File: src/rtl/control_raiz_pkg.sv
// Shared definitions for the calculator cores that use the level
// start/done handshake: state encoding and default iteration count.
package control_raiz_pkg;

    // 3-bit state encoding; codes 5..7 are unused and recover to IDLE.
    typedef enum logic [2:0] {
        S_IDLE  = 3'd0,
        S_LOAD  = 3'd1,
        S_SHIFT = 3'd2,
        S_CHECK = 3'd3,
        S_DONE  = 3'd4
    } state_t;

    // Root bits produced for a 16-bit operand.
    localparam int N_ITER_DEFAULT = 8;

endpackage

File: src/rtl/control_raiz.sv
// Moore controller for the 16-bit restoring square-root datapath.
// Sequences operand load, 2-bit shifts and conditional remainder
// restores, counts iterations and reports completion.
//
// Handshake: INIT is a level start request sampled only in IDLE. The
// controller answers with BUSY during LOAD/SHIFT/CHECK and then holds
// DONE high for as long as INIT stays high. INIT must drop (one cycle
// in IDLE) before a new operation can start; INIT activity while BUSY
// is ignored.
module control_raiz
    import control_raiz_pkg::*;
#(
    parameter int N_ITER = N_ITER_DEFAULT,
    parameter int W_CNT  = 4
) (
    input  logic             CLK,
    input  logic             RST,
    input  logic             INIT,
    input  logic             MSB,
    output logic             LD,
    output logic             SH,
    output logic             LDA2,
    output logic             R_SH,
    output logic             R_BIT,
    output logic             BUSY,
    output logic             DONE,
    output logic [W_CNT-1:0] ITER,
    output logic [2:0]       STATE
);

    localparam logic [W_CNT-1:0] N_ITER_C = W_CNT'(N_ITER);
    localparam logic [W_CNT-1:0] ONE      = W_CNT'(1);

    state_t           state;
    logic [W_CNT-1:0] cnt;

    // State and iteration counter; reset wins over every transition.
    always_ff @(posedge CLK) begin
        if (RST) begin
            state <= S_IDLE;
            cnt   <= '0;
        end else begin
            case (state)
                S_IDLE: begin
                    if (INIT) state <= S_LOAD;
                end
                S_LOAD: begin
                    cnt   <= N_ITER_C;
                    state <= S_SHIFT;
                end
                S_SHIFT: begin
                    state <= S_CHECK;
                end
                S_CHECK: begin
                    // Guarded so the counter can never wrap below zero.
                    if (cnt != '0) cnt <= cnt - ONE;
                    if (cnt <= ONE) state <= S_DONE;
                    else            state <= S_SHIFT;
                end
                S_DONE: begin
                    if (!INIT) state <= S_IDLE;
                end
                default: begin
                    state <= S_IDLE;
                end
            endcase
        end
    end

    // Output decode depends only on the state register (plus MSB for R_BIT).
    assign LD    = (state == S_LOAD);
    assign SH    = (state == S_SHIFT);
    assign LDA2  = (state == S_CHECK);
    assign R_SH  = (state == S_CHECK);
    assign R_BIT = (state == S_CHECK) & ~MSB;
    assign BUSY  = (state == S_LOAD) | (state == S_SHIFT) | (state == S_CHECK);
    assign DONE  = (state == S_DONE);
    assign ITER  = cnt;
    assign STATE = state;

endmodule

File: config.mk
export PLATFORM = sky130hd
export DESIGN_NAME = control_raiz
export DESIGN_NICKNAME = d
export VERILOG_FILES = /design/src/rtl/control_raiz_pkg.sv /design/src/rtl/control_raiz.sv
export SDC_FILE = /design/constraint.sdc
export NUM_CORES = 1
export LEC_CHECK = 0
export CORE_AREA = 4 4 41 43
export CTS_CLUSTER_SIZE = 30
export DETAILED_ROUTE_END_ITERATION = 12
export DIE_AREA = 0 0 45 47
export DONT_BUFFER_PORTS = 1
export PLACE_DENSITY = 0.53
export SETUP_SLACK_MARGIN = 0.1
export SLEW_MARGIN = 10
export SYNTH_ARGS = -nofsm -noshare
export SYNTH_HDL_FRONTEND = slang
export SYNTH_SLANG_ARGS = --single-unit
File: constraint.sdc
create_clock -name CLK -period 1.85 [get_ports CLK]
set_input_delay 0.37 -clock CLK [delete_from_list [all_inputs] [get_ports CLK]]
set_output_delay 0.37 -clock CLK [all_outputs]
set_load 0.01 [all_outputs]
# Word level (Yosys, flattened, before mapping)
# Cells that the tools add are included.
# word_totals
ff_bits	7
word_cells	26
# op_classes
addsub	1
eq_ne	7
bitwise_logic	4
muxes	6
magnitude_cmp	1
reduce_logical	5
# ops
op	count
$pmux 3 s5	1
$mux 3	3
$pmux 4 s2	1
$eq 3x2->1 const B	2
$le 4x1->1 const B	1
$mux 4	1
$ne 2x2->1 const B	2
$reduce_and 2->1	2
$reduce_bool 4->1	1
$sub 4x1->4 const B	1
$eq 3x1->1 const B	1
$eq 3x3->1 const B	1
$logic_not 3->1	1
$ne 2x1->1 const B	1
$or 1x1->1	2
$reduce_bool 2->1	1
$and 1x1->1	1
$not 1->1	1

# Logic depth before layout (Yosys ltp)
# Gate-level depths: netlist of the first run.
# depth
word_depth	3
depth_mapped	5
depth_no_buf	5

# Least setup slack after synthesis of the first run
# Ideal clock, no wire load.
# synth_path
kind	register -> register
from	register cnt[0], in the netlist ITER[0]
to	register cnt[0], in the netlist ITER[0]
synth_period_minus_slack_ns	1.438
t_required_ns	1.764
slack_ns	0.412
stages_incl_launch_ff	6
t_arrival_ns	1.352
path_cell_list	dfxtp_1 inv_1 ha_1 nor3b_1 or3_1 a211oi_1
# synth_between
elab_chain_len	3
word_cells_on_any_way	6
# synth_rtl
element	line	text
start, declared	control_raiz.sv:35	logic [W_CNT-1:0] cnt;
start signal, assigned	control_raiz.sv:56	if (cnt != '0) cnt <= cnt - ONE;
$sub 4x1->4 or $reduce_bool 4->1 (tied branches)	control_raiz.sv:56	
$mux 4 or $ne 2x1->1 (tied branches)	-	
$pmux 4 s2 or $reduce_and 2->1 (tied branches)	-	
# Several ways; a longest one is shown, not always the timed one. The select of a mux whose other input is x is not followed.
# A chain may end at the register's enable or synchronous reset.

# Worst setup path in the final report of the first run
# Ends and elaborated chain as after synthesis.

==> impl_metrics.env, run 1 <==
export IMPL_fin_nets=59
export IMPL_slew_viol_final=0
export IMPL_ys_seq_area_share_pct=33.7
export IMPL_holdWs_ps=183
export IMPL_die_x_um=45
export IMPL_ys_flop_type="dfxtp_1"
export IMPL_fmax_mhz=633
export IMPL_worstPathRequired_ps=2020
export IMPL_hp_start="RST"
export IMPL_drc=0
export IMPL_preCtsSetupSlack_ps=269
export IMPL_synth_nets=58
export IMPL_yosys_warnings=0
export IMPL_worstMarginPinSlew_ps=409
export IMPL_cp_end_kind="flip-flop"
export IMPL_path_cells="inv_1 -> ha_1 -> nor3b_1 -> or3_1 -> a211oi_1"
export IMPL_grt_use_total_pct=10.7
export IMPL_cts_buffer_depth=2
export IMPL_syn_instance_count=52
export IMPL_slew_headroom_pct=72.7
export IMPL_cp_max_fo=7
export IMPL_power_density_nw_per_um2=819
export IMPL_cts_tree="done"
export IMPL_hpwl_um=705
export IMPL_synth_common_cells="dfxtp_1 (7), nor2_1 (5), a21oi_1 (4)"
export IMPL_viasPerCell=5.48
export IMPL_dieArea_um2=2120
export IMPL_rsz0062_at_grt="false"
export IMPL_setup_tns_ps=0
export IMPL_synth_distinct_cells=24
export IMPL_vias=367
export IMPL_path_delay_family="simple AND/OR/NAND/NOR gates"
export IMPL_avgSynthCellArea_um2=7.99
export IMPL_synth_edf_count=0
export IMPL_rows=13
export IMPL_htreeDepth=1
export IMPL_p_leak_nw=0.157
export IMPL_clock_skew_final_ps=5.87
export IMPL_finalCritPeriodShare_pct=85.4
export IMPL_grt_max_degree=13
export IMPL_holdPathEnd="STATE[0]"
export IMPL_final_hold_violation_count=0
export IMPL_ioPinCount=18
export IMPL_syn_area_um2=415
export IMPL_routedWlPerCell_um=14.5
export IMPL_setup_viol=0
export IMPL_gp_congestion=0.632
export IMPL_drive_above_1_share_pct=13.5
export IMPL_start_util_pct=31.9
export IMPL_first_global_vias=338
export IMPL_cts_buffers=3
export IMPL_ant_nets=0
export IMPL_power_w=0.000365
export IMPL_root_buffer="clkbuf_4"
export IMPL_syn_to_final_growth_pct=7.23
export IMPL_grt_first_pass_wirelength_um=1600
export IMPL_worst_slack_ps=271
export IMPL_cts_sinks=7
export IMPL_antenna_cells=0
export IMPL_clkTransAtPathRegs_ps=50
export IMPL_critPathBufInv=1
export IMPL_synth_most_common_cell="dfxtp_1"
export IMPL_timing_max_cap_violations=0
export IMPL_synthArstFlopShare_pct=0
export IMPL_drt_iter0_drc=1
export IMPL_postCtsHoldBufs=0
export IMPL_synth_seq_cells=7
export IMPL_slowest_delay_ps=470
export IMPL_hold_depth=1
export IMPL_yosysTopAreaCell="dfxtp_1"
export IMPL_routed_wl_um=971
export IMPL_r2r_start="ITER[0]"
export IMPL_die_h_um=47
export IMPL_yosysTopAreaCellShare_pct=33.7
export IMPL_synthTopCellsByArea="dfxtp_1 (34%), ha_1 (6.0%), nor3b_1 (5.4%)"
export IMPL_core_area_um2=1300
export IMPL_hold_class="in2reg"
export IMPL_worst_setup_path_start_kind="flip-flop"
export IMPL_status="finished, final reports clean"
export IMPL_arrival_ps=1750
export IMPL_peakVddDrop_v=0.000384
export IMPL_crit_slowest_cell="dfxtp_1"
export IMPL_r2r_cells=5
export IMPL_post_cts_buffers=0
export IMPL_grt_ovfl_total=0
export IMPL_antenna_found_initial=0
export IMPL_reg2reg_to="ITER[0]"
export IMPL_io_buffers=0
export IMPL_dr_pass1_iters=3
export IMPL_reg2reg_setup_slack_ps=270
export IMPL_worst_setup_path_type="reg2reg"
export IMPL_fin_crit_ps=1580
export IMPL_clk_latency_ps=250
[per-stage QoR]
stage | instances | instance area [µm²] | utilization, %
global route | 67 | 445 | 34.2
CTS | 67 | 443 | 34.0
finish | 67 | 445 | 34.2
floorplan | 52 | 415 | -
global placement | 63 | 417 | 32.0
detailed placement | 63 | 417 | 32.0
[logic make-up after synthesis]
group,after synthesis,synth area share (%)
AND/OR/NAND/NOR,24,35.5
AO/OA/AOI/OAI,11,16.0
buffers and inverters,8,8.74
flip-flops,7,33.7
adder cells (fa/ha/maj),2,6.02
[worst reg2reg max path, stage by stage, from the launching register on]
cell,delay [ps]
dfxtp_1,470
inv_1,80
ha_1,250
nor3b_1,180
or3_1,320
a211oi_1,190
[final cells by class]
cell class / instances / area [µm²]
Sequential cell: 7 / 143
Tap cell: 15 / 18.8
Fill cell: 151 / 856
Multi-Input combinational cell: 37 / 239
Timing Repair Buffer: 1 / 7.51
Clock buffer: 4 / 26.3
Inverter: 3 / 11.3
[flip-flops by register name, summed over array words and instances, names as in the netlist]
register  flops
STATE         3
ITER          4
[metal layers]
metal	wire [µm]	vias to the layer above	track usage, %
met2	425	12	15.8
met1	427	166	11.6
li1	-	189	-
met5	0	-	0
met3	117	0	9.58
met4	0	0	1.75
[repair_timing]
action	CTS	global route
endpoints found under the hold margin	0	0
resized for setup	0	2
setup endpoints to repair	0	4
[placed cells by master, fill, tap and decap left out]
cell type,n
nand2b_4,1
dfxtp_1,5
nor3_1,2
nor4_1,3
nor3b_1,3
buf_4,1
clkbuf_4,3
a21oi_1,4
o31ai_1,1
inv_1,3
o21ai_0,2
or4_1,2
dfxtp_2,2
nor2b_1,1
a211oi_1,1
or3_1,2
and2_1,1
ha_1,2
clkbuf_1,1
nand4b_1,1
nand2_1,2
nor2_1,5
nand3b_1,1
o21a_1,2
a31oi_1,1
[how the worst max path moves through the flow]
stage / start / slack, ps / endpoint / depth (start not counted)
floorplan: ITER[0] / 410 / ITER[0] / 5
global placement: ITER[0] / 300 / ITER[0] / 5
detailed placement: ITER[0] / 270 / ITER[0] / 5
CTS: STATE[1] / 170 / R_SH / 2
global route: ITER[1] / 130 / ITER[0] / 5
finish: ITER[0] / 270 / ITER[0] / 5
[where the power goes]
part / internal [W] / switching, W / leakage (nW)
registers: 0.000160 / 0.0000228 / 0.0577
logic: 0.0000196 / 0.0000258 / 0.0842
clock network: 0.0000822 / 0.0000550 / 0.0150
total: 0.000261 / 0.000104 / 0.157
Note: power is estimated with default switching activity, not from simulation.
==> run 2, diff against run 1 <==
- BUFFER_PORTS_ARGS: default -> -buffer_cell sky130_fd_sc_hd__buf_2
- CTS_CLUSTER_DIAMETER: default -> 30
- DONT_BUFFER_PORTS: 1 -> default
- PLACE_DENSITY: 0.53 -> 0.64
==> run 2 against run 1 <==
  * Core utilization increased by 5.8 points
  * Non-clock buffer count increased by 16
  * Count of clock-buffer cells in the layout stayed put
  * Sequential share of layout area is 5.1 points lower
  * Critical path depth fell by 3
  * Clock skew decreased by 3.9 ps
  * Power grew 4.2%
  * Global-route usage is 0.16 points higher
  * Fmax decreased by 3.0%
  * Highest routed layer unchanged
  * Worst setup slack got worse by 49 ps
==> impl_metrics.env, run 2 (synthesized netlist as in run 1, its figures left out) <==
export IMPL_status="finished, final reports clean"
export IMPL_reg2reg_to="ITER[0]"
export IMPL_final_common_cell="buf_2"
export IMPL_p_leak_nw=0.237
export IMPL_start_util_pct=31.9
export IMPL_grt_use_total_pct=10.8
export IMPL_rsz0062_at_grt="false"
export IMPL_grt_ovfl_total=0
export IMPL_pwr_share_clk_pct=36.2
export IMPL_routedWlPerCell_um=11.4
export IMPL_fmax_mhz=614
export IMPL_cts_buffer_depth=2
export IMPL_dieArea_um2=2120
export IMPL_fin_crit_ps=1630
export IMPL_cp_max_fo=10
export IMPL_fin_nets=75
export IMPL_layout_common_cells="buf_2 (17), dfxtp_1 (7), nor2_1 (5)"
export IMPL_seq_power_share_pct=46.2
export IMPL_die_h_um=47
export IMPL_grt_max_degree=13
export IMPL_root_buffer="clkbuf_4"
export IMPL_swShare_pct=28.7
export IMPL_syn_to_final_growth_pct=25.3
export IMPL_htreeDepth=1
export IMPL_core_area_um2=1300
export IMPL_worst_setup_path_start_kind="flip-flop"
export IMPL_antenna_found_initial=0
export IMPL_post_cts_resized=0
export IMPL_final_hold_violation_count=0
export IMPL_hp_start="INIT"
export IMPL_ant_nets=0
export IMPL_slew_viol_final=0
export IMPL_viasPerCell=5.00
export IMPL_arrival_ps=1260
export IMPL_drc=0
export IMPL_p_sw_w=0.000109
export IMPL_rows=13
export IMPL_p_comb_share_pct=17.6
export IMPL_peakVddDrop_v=0.000451
export IMPL_largest_reg_flops=4
export IMPL_reg2reg_setup_slack_ps=350
export IMPL_hold_depth=3
export IMPL_holdPathEnd="STATE[0]"
export IMPL_dr_pass1_iters=3
export IMPL_internal_power_w=0.000271
export IMPL_clock_skew_final_ps=1.97
export IMPL_setup_viol=0
export IMPL_cts_sinks=7
export IMPL_placed_area_um2=494
export IMPL_drt_iter0_drc=3
export IMPL_finalInstanceArea_um2=520
export IMPL_gp_congestion=0.704
export IMPL_cts_buffers=3
export IMPL_clkTransAtPathRegs_ps=50
export IMPL_clk_latency_ps=250
export IMPL_r2r_cells=5
export IMPL_setup_tns_ps=0
export IMPL_cp_end_kind="output port"
export IMPL_finalCritPeriodShare_pct=88.0
export IMPL_post_cts_buffers=0
export IMPL_first_global_vias=384
export IMPL_ioPinCount=18
export IMPL_r2r_start="ITER[0]"
export IMPL_io_buffers=17
export IMPL_slew_headroom_pct=73.1
export IMPL_worst_setup_path_type="reg2out"
export IMPL_cts_tree="done"
export IMPL_postCtsHoldBufs=0
export IMPL_power_density_nw_per_um2=731
export IMPL_vias=415
export IMPL_worstMarginPinSlew_ps=399
export IMPL_die_x_um=45
export IMPL_fill_cells=160
export IMPL_hold_class="in2reg"
export IMPL_timing_max_cap_violations=0
export IMPL_drive_above_1_share_pct=30.9
export IMPL_routed_wl_um=946
export IMPL_antenna_cells=0
export IMPL_grt_first_pass_wirelength_um=1600
export IMPL_worstPathRequired_ps=1480
-- run 2: cell types whose count changed in the layout (fill, tap and decap cells not counted), sizes merged --
cell / delta
buf: +16
-- run 2: critical path: stages, from the launching register on --
cell and delay (ps):
dfxtp_1 520, nor3b_1 300, buf_2 190
-- run 2: how the worst max path moves through the flow --
| stage | start | end | slack (ps) | cells past startpoint |
|---|---|---|---|---|
| 2_1_floorplan | ITER[0] | ITER[0] | 410 | 5 |
| 3_3_place_gp | ITER[0] | ITER[0] | 420 | 5 |
| 3_5_place_dp | ITER[0] | ITER[0] | 380 | 5 |
| 4_1_cts | STATE[0] | LD | 190 | 2 |
| 5_1_grt | STATE[1] | R_SH | 110 | 3 |
| 6_report | STATE[0] | LD | 220 | 2 |
-- run 2: power groups by stage --
stage / clock network, W / registers [W] / logic, W
floorplan: 0 / 0.000171 / 0.0000511
global placement: 0 / 0.000179 / 0.0000669
detailed placement: 0 / 0.000179 / 0.0000673
CTS: 0.000144 / 0.000176 / 0.0000679
global route: 0.000152 / 0.000179 / 0.0000752
finish: 0.000138 / 0.000176 / 0.0000668
-- run 2: per-stage QoR --
stage | util (%) | cells | hold slack, ps | worst slack (ps) | total power (W)
2_1_floorplan | - | 52 | 534 | 412 | 0.000222
3_3_place_gp | 38.0 | 79 | 526 | 419 | 0.000246
3_5_place_dp | 38.0 | 79 | 526 | 378 | 0.000247
4_1_cts | 40.0 | 83 | 389 | 192 | 0.000388
5_1_grt | 40.0 | 83 | 405 | 105 | 0.000405
6_report | 40.0 | 83 | 398 | 222 | 0.000380
-- run 2: area by class of cell --
type / count / area, µm² / share of cell area, %
Inverter: 3 / 11.3 / 2.16
Tap cell: 15 / 18.8 / 3.61
Clock buffer: 4 / 26.3 / 5.05
Sequential cell: 7 / 140 / 26.9
Timing Repair Buffer: 17 / 85.1 / 16.3
Multi-Input combinational cell: 37 / 239 / 45.9
-- run 2: layer usage --
layer | track usage (%) | up-vias | routed length (µm)
li1 | - | 219 | -
met1 | 13.2 | 180 | 433
met2 | 16.4 | 16 | 419
met3 | 6.90 | 0 | 92
met4 | 1.75 | 0 | 0
met5 | 0 | - | 0
==> run 3, diff against run 2 <==
- ABC_AREA: default -> 1
==> run 3 against run 2 <==
  * Sequential cell count is the same
  * Critical endpoint unchanged
  * Hold slack worse by 49 ps
  * Highest routed layer is now met4
  * Wire length up 0.42%
  * Via count up 8.9%
  * Clock skew is 2.6 ps higher
  * Combinational power grew 46%
  * Critical path type unchanged
==> impl_metrics.env, run 3 <==
export IMPL_rsz0062_at_grt="false"
export IMPL_ys_seq_area_share_pct=33.7
export IMPL_synth_nets=69
export IMPL_peakVddDrop_v=0.000301
export IMPL_ant_nets=0
export IMPL_timing_max_cap_violations=0
export IMPL_regArea_um2=140
export IMPL_vias=452
export IMPL_fin_nets=90
export IMPL_post_cts_resized=0
export IMPL_grt_use_total_pct=10.9
export IMPL_syn_instance_count=63
export IMPL_hp_start="RST"
export IMPL_drc=0
export IMPL_cts_buffer_depth=2
export IMPL_synth_seq_cells=7
export IMPL_synth_distinct_cells=16
export IMPL_rows=13
export IMPL_r2r_start="ITER[0]"
export IMPL_post_cts_buffers=0
export IMPL_synth_most_common_cell="nand2_1"
export IMPL_finalCritPeriodShare_pct=86.1
export IMPL_final_cells=98
export IMPL_power_w=0.000417
export IMPL_cts_sinks=7
export IMPL_avgSynthCellArea_um2=6.59
export IMPL_placed_area_um2=512
export IMPL_routed_wl_um=950
export IMPL_synthTopCellsByArea="dfxtp_1 (34%), nand2_1 (15%), nand3_1 (8.4%)"
export IMPL_worst_setup_path_type="reg2out"
export IMPL_clk_latency_ps=250
export IMPL_dr_pass1_iters=3
export IMPL_antenna_cells=0
export IMPL_routedWlPerCell_um=9.69
export IMPL_seq_power_share_pct=42.8
export IMPL_fmax_mhz=628
export IMPL_swShare_pct=32.3
export IMPL_hold_class="in2reg"
export IMPL_drive_above_1_share_pct=30.1
export IMPL_slew_headroom_pct=78.0
export IMPL_root_buffer="clkbuf_4"
export IMPL_ys_flop_type="dfxtp_1"
export IMPL_io_buffers=17
export IMPL_setup_tns_ps=0
export IMPL_cts_buffers=3
export IMPL_final_hold_violation_count=0
export IMPL_arrival_ps=1220
export IMPL_yosysTopAreaCellShare_pct=33.7
export IMPL_yosysTopAreaCell="dfxtp_1"
export IMPL_reg2reg_setup_slack_ps=560
export IMPL_status="finished, final reports clean"
export IMPL_grt_max_degree=9
export IMPL_hold_depth=2
export IMPL_synthArstFlopShare_pct=0
export IMPL_cp_end_kind="output port"
export IMPL_multi_input_area_um2=230
export IMPL_viasPerCell=4.61
export IMPL_internal_power_w=0.000283
export IMPL_r2r_cells=6
export IMPL_fin_crit_ps=1590
export IMPL_cts_tree="done"
export IMPL_first_global_vias=391
export IMPL_fill_cells=151
export IMPL_start_util_pct=31.9
export IMPL_reg2reg_to="ITER[1]"
export IMPL_worstPathRequired_ps=1480
export IMPL_worstMarginPinSlew_ps=330
export IMPL_synth_edf_count=0
export IMPL_htreeDepth=1
export IMPL_slew_viol_final=0
export IMPL_yosys_warnings=0
export IMPL_p_sw_w=0.000135
export IMPL_dp_cells=94
export IMPL_power_density_nw_per_um2=775
export IMPL_die_x_um=45
export IMPL_p_leak_nw=0.287
export IMPL_cp_max_fo=7
export IMPL_pwr_share_clk_pct=33.8
export IMPL_finalInstanceArea_um2=538
export IMPL_clock_skew_final_ps=4.61
export IMPL_setup_viol=0
export IMPL_die_h_um=47
export IMPL_layout_common_cells="nand2_1 (17), buf_2 (17), inv_1 (9)"
export IMPL_syn_to_final_growth_pct=29.5
export IMPL_ioPinCount=18
export IMPL_p_comb_share_pct=23.4
export IMPL_core_area_um2=1300
export IMPL_antenna_found_initial=0
export IMPL_drt_iter0_drc=6
export IMPL_hpwl_um=777
export IMPL_synth_common_cells="nand2_1 (17), inv_1 (9), dfxtp_1 (7), nand3_1 (7), nor2_1 (6)"
export IMPL_postCtsHoldBufs=0
export IMPL_post_route_util_pct=41.3
export IMPL_dieArea_um2=2120
export IMPL_gp_congestion=0.735
export IMPL_holdPathEnd="ITER[1]"
export IMPL_grt_ovfl_total=0
export IMPL_grt_first_pass_wirelength_um=1580
export IMPL_worst_setup_path_start_kind="flip-flop"
export IMPL_syn_area_um2=415
export IMPL_largest_reg_flops=4
export IMPL_clkTransAtPathRegs_ps=60
-- run 3: cell count changes after synthesis, moves of 2 or more --
| cell | previous run | this run |
|---|---|---|
| buf_2 | 2 | 0 |
| clkbuf_1 | 2 | 0 |
| inv_1 | 3 | 9 |
| nand2_1 | 2 | 17 |
| nand2_2 | 0 | 2 |
| nand3_1 | 0 | 7 |
| nor3b_1 | 3 | 0 |
| nor4_1 | 3 | 0 |
| o21a_1 | 2 | 0 |
| o21ai_0 | 2 | 0 |
| or3_1 | 2 | 0 |
| or4_1 | 2 | 0 |
-- run 3: cells by family after synthesis --
kind of cell,Yosys count,synth area share [%]
adders and majority gates,2,6.02
AOI/OAI and AO/OA,6,9.34
DFF,7,33.7
buffers and inverters,11,10.8
and+or+nand+nor,37,40.1
-- run 3: area by class of cell --
type	instances	area share (%)
clock buffer	4	4.88
inverter	10	6.98
multi-input combinational	45	42.8
sequential	7	26.0
tap	15	3.49
timing repair buffer	17	15.8
-- run 3: critical path, cell delays in order (launching register included) --
cell	delay, ps
dfxtp_1	440
inv_1	80
nor2_1	160
nand2_1	110
inv_1	60
buf_2	120
-- run 3: worst max path at each step --
| stage | start | endpoint |
|---|---|---|
| finish | STATE[0] | LD |
| CTS | STATE[0] | LD |
| global placement | STATE[0] | LD |
| detailed placement | STATE[0] | LD |
| floorplan | STATE[1] | R_SH |
| global route | STATE[0] | LD |
-- run 3: through the flow --
stage | worst slack (ps) | hold slack [ps]
global placement | 561 | 499
CTS | 251 | 345
finish | 258 | 348
detailed placement | 530 | 501
global route | 144 | 347
floorplan | 585 | 432
-- run 3: metal layers --
layer	track usage, %	share of wire [%]	vias up
met4	8.77	2.6	0
met1	13.1	46	196
li1	-	-	244
met2	15.5	47	8
met3	3.83	4.3	4
met5	0	0	-
-- run 3: power groups by stage --
stage	registers [W]	logic, W	clock network (W)
after floorplan	0.000184	0.0000616	0
after detailed placement	0.000182	0.0000987	0
after global placement	0.000181	0.0000984	0
final	0.000178	0.0000975	0.000141
after CTS	0.000179	0.0000993	0.000143
after global routing	0.000181	0.000112	0.000153
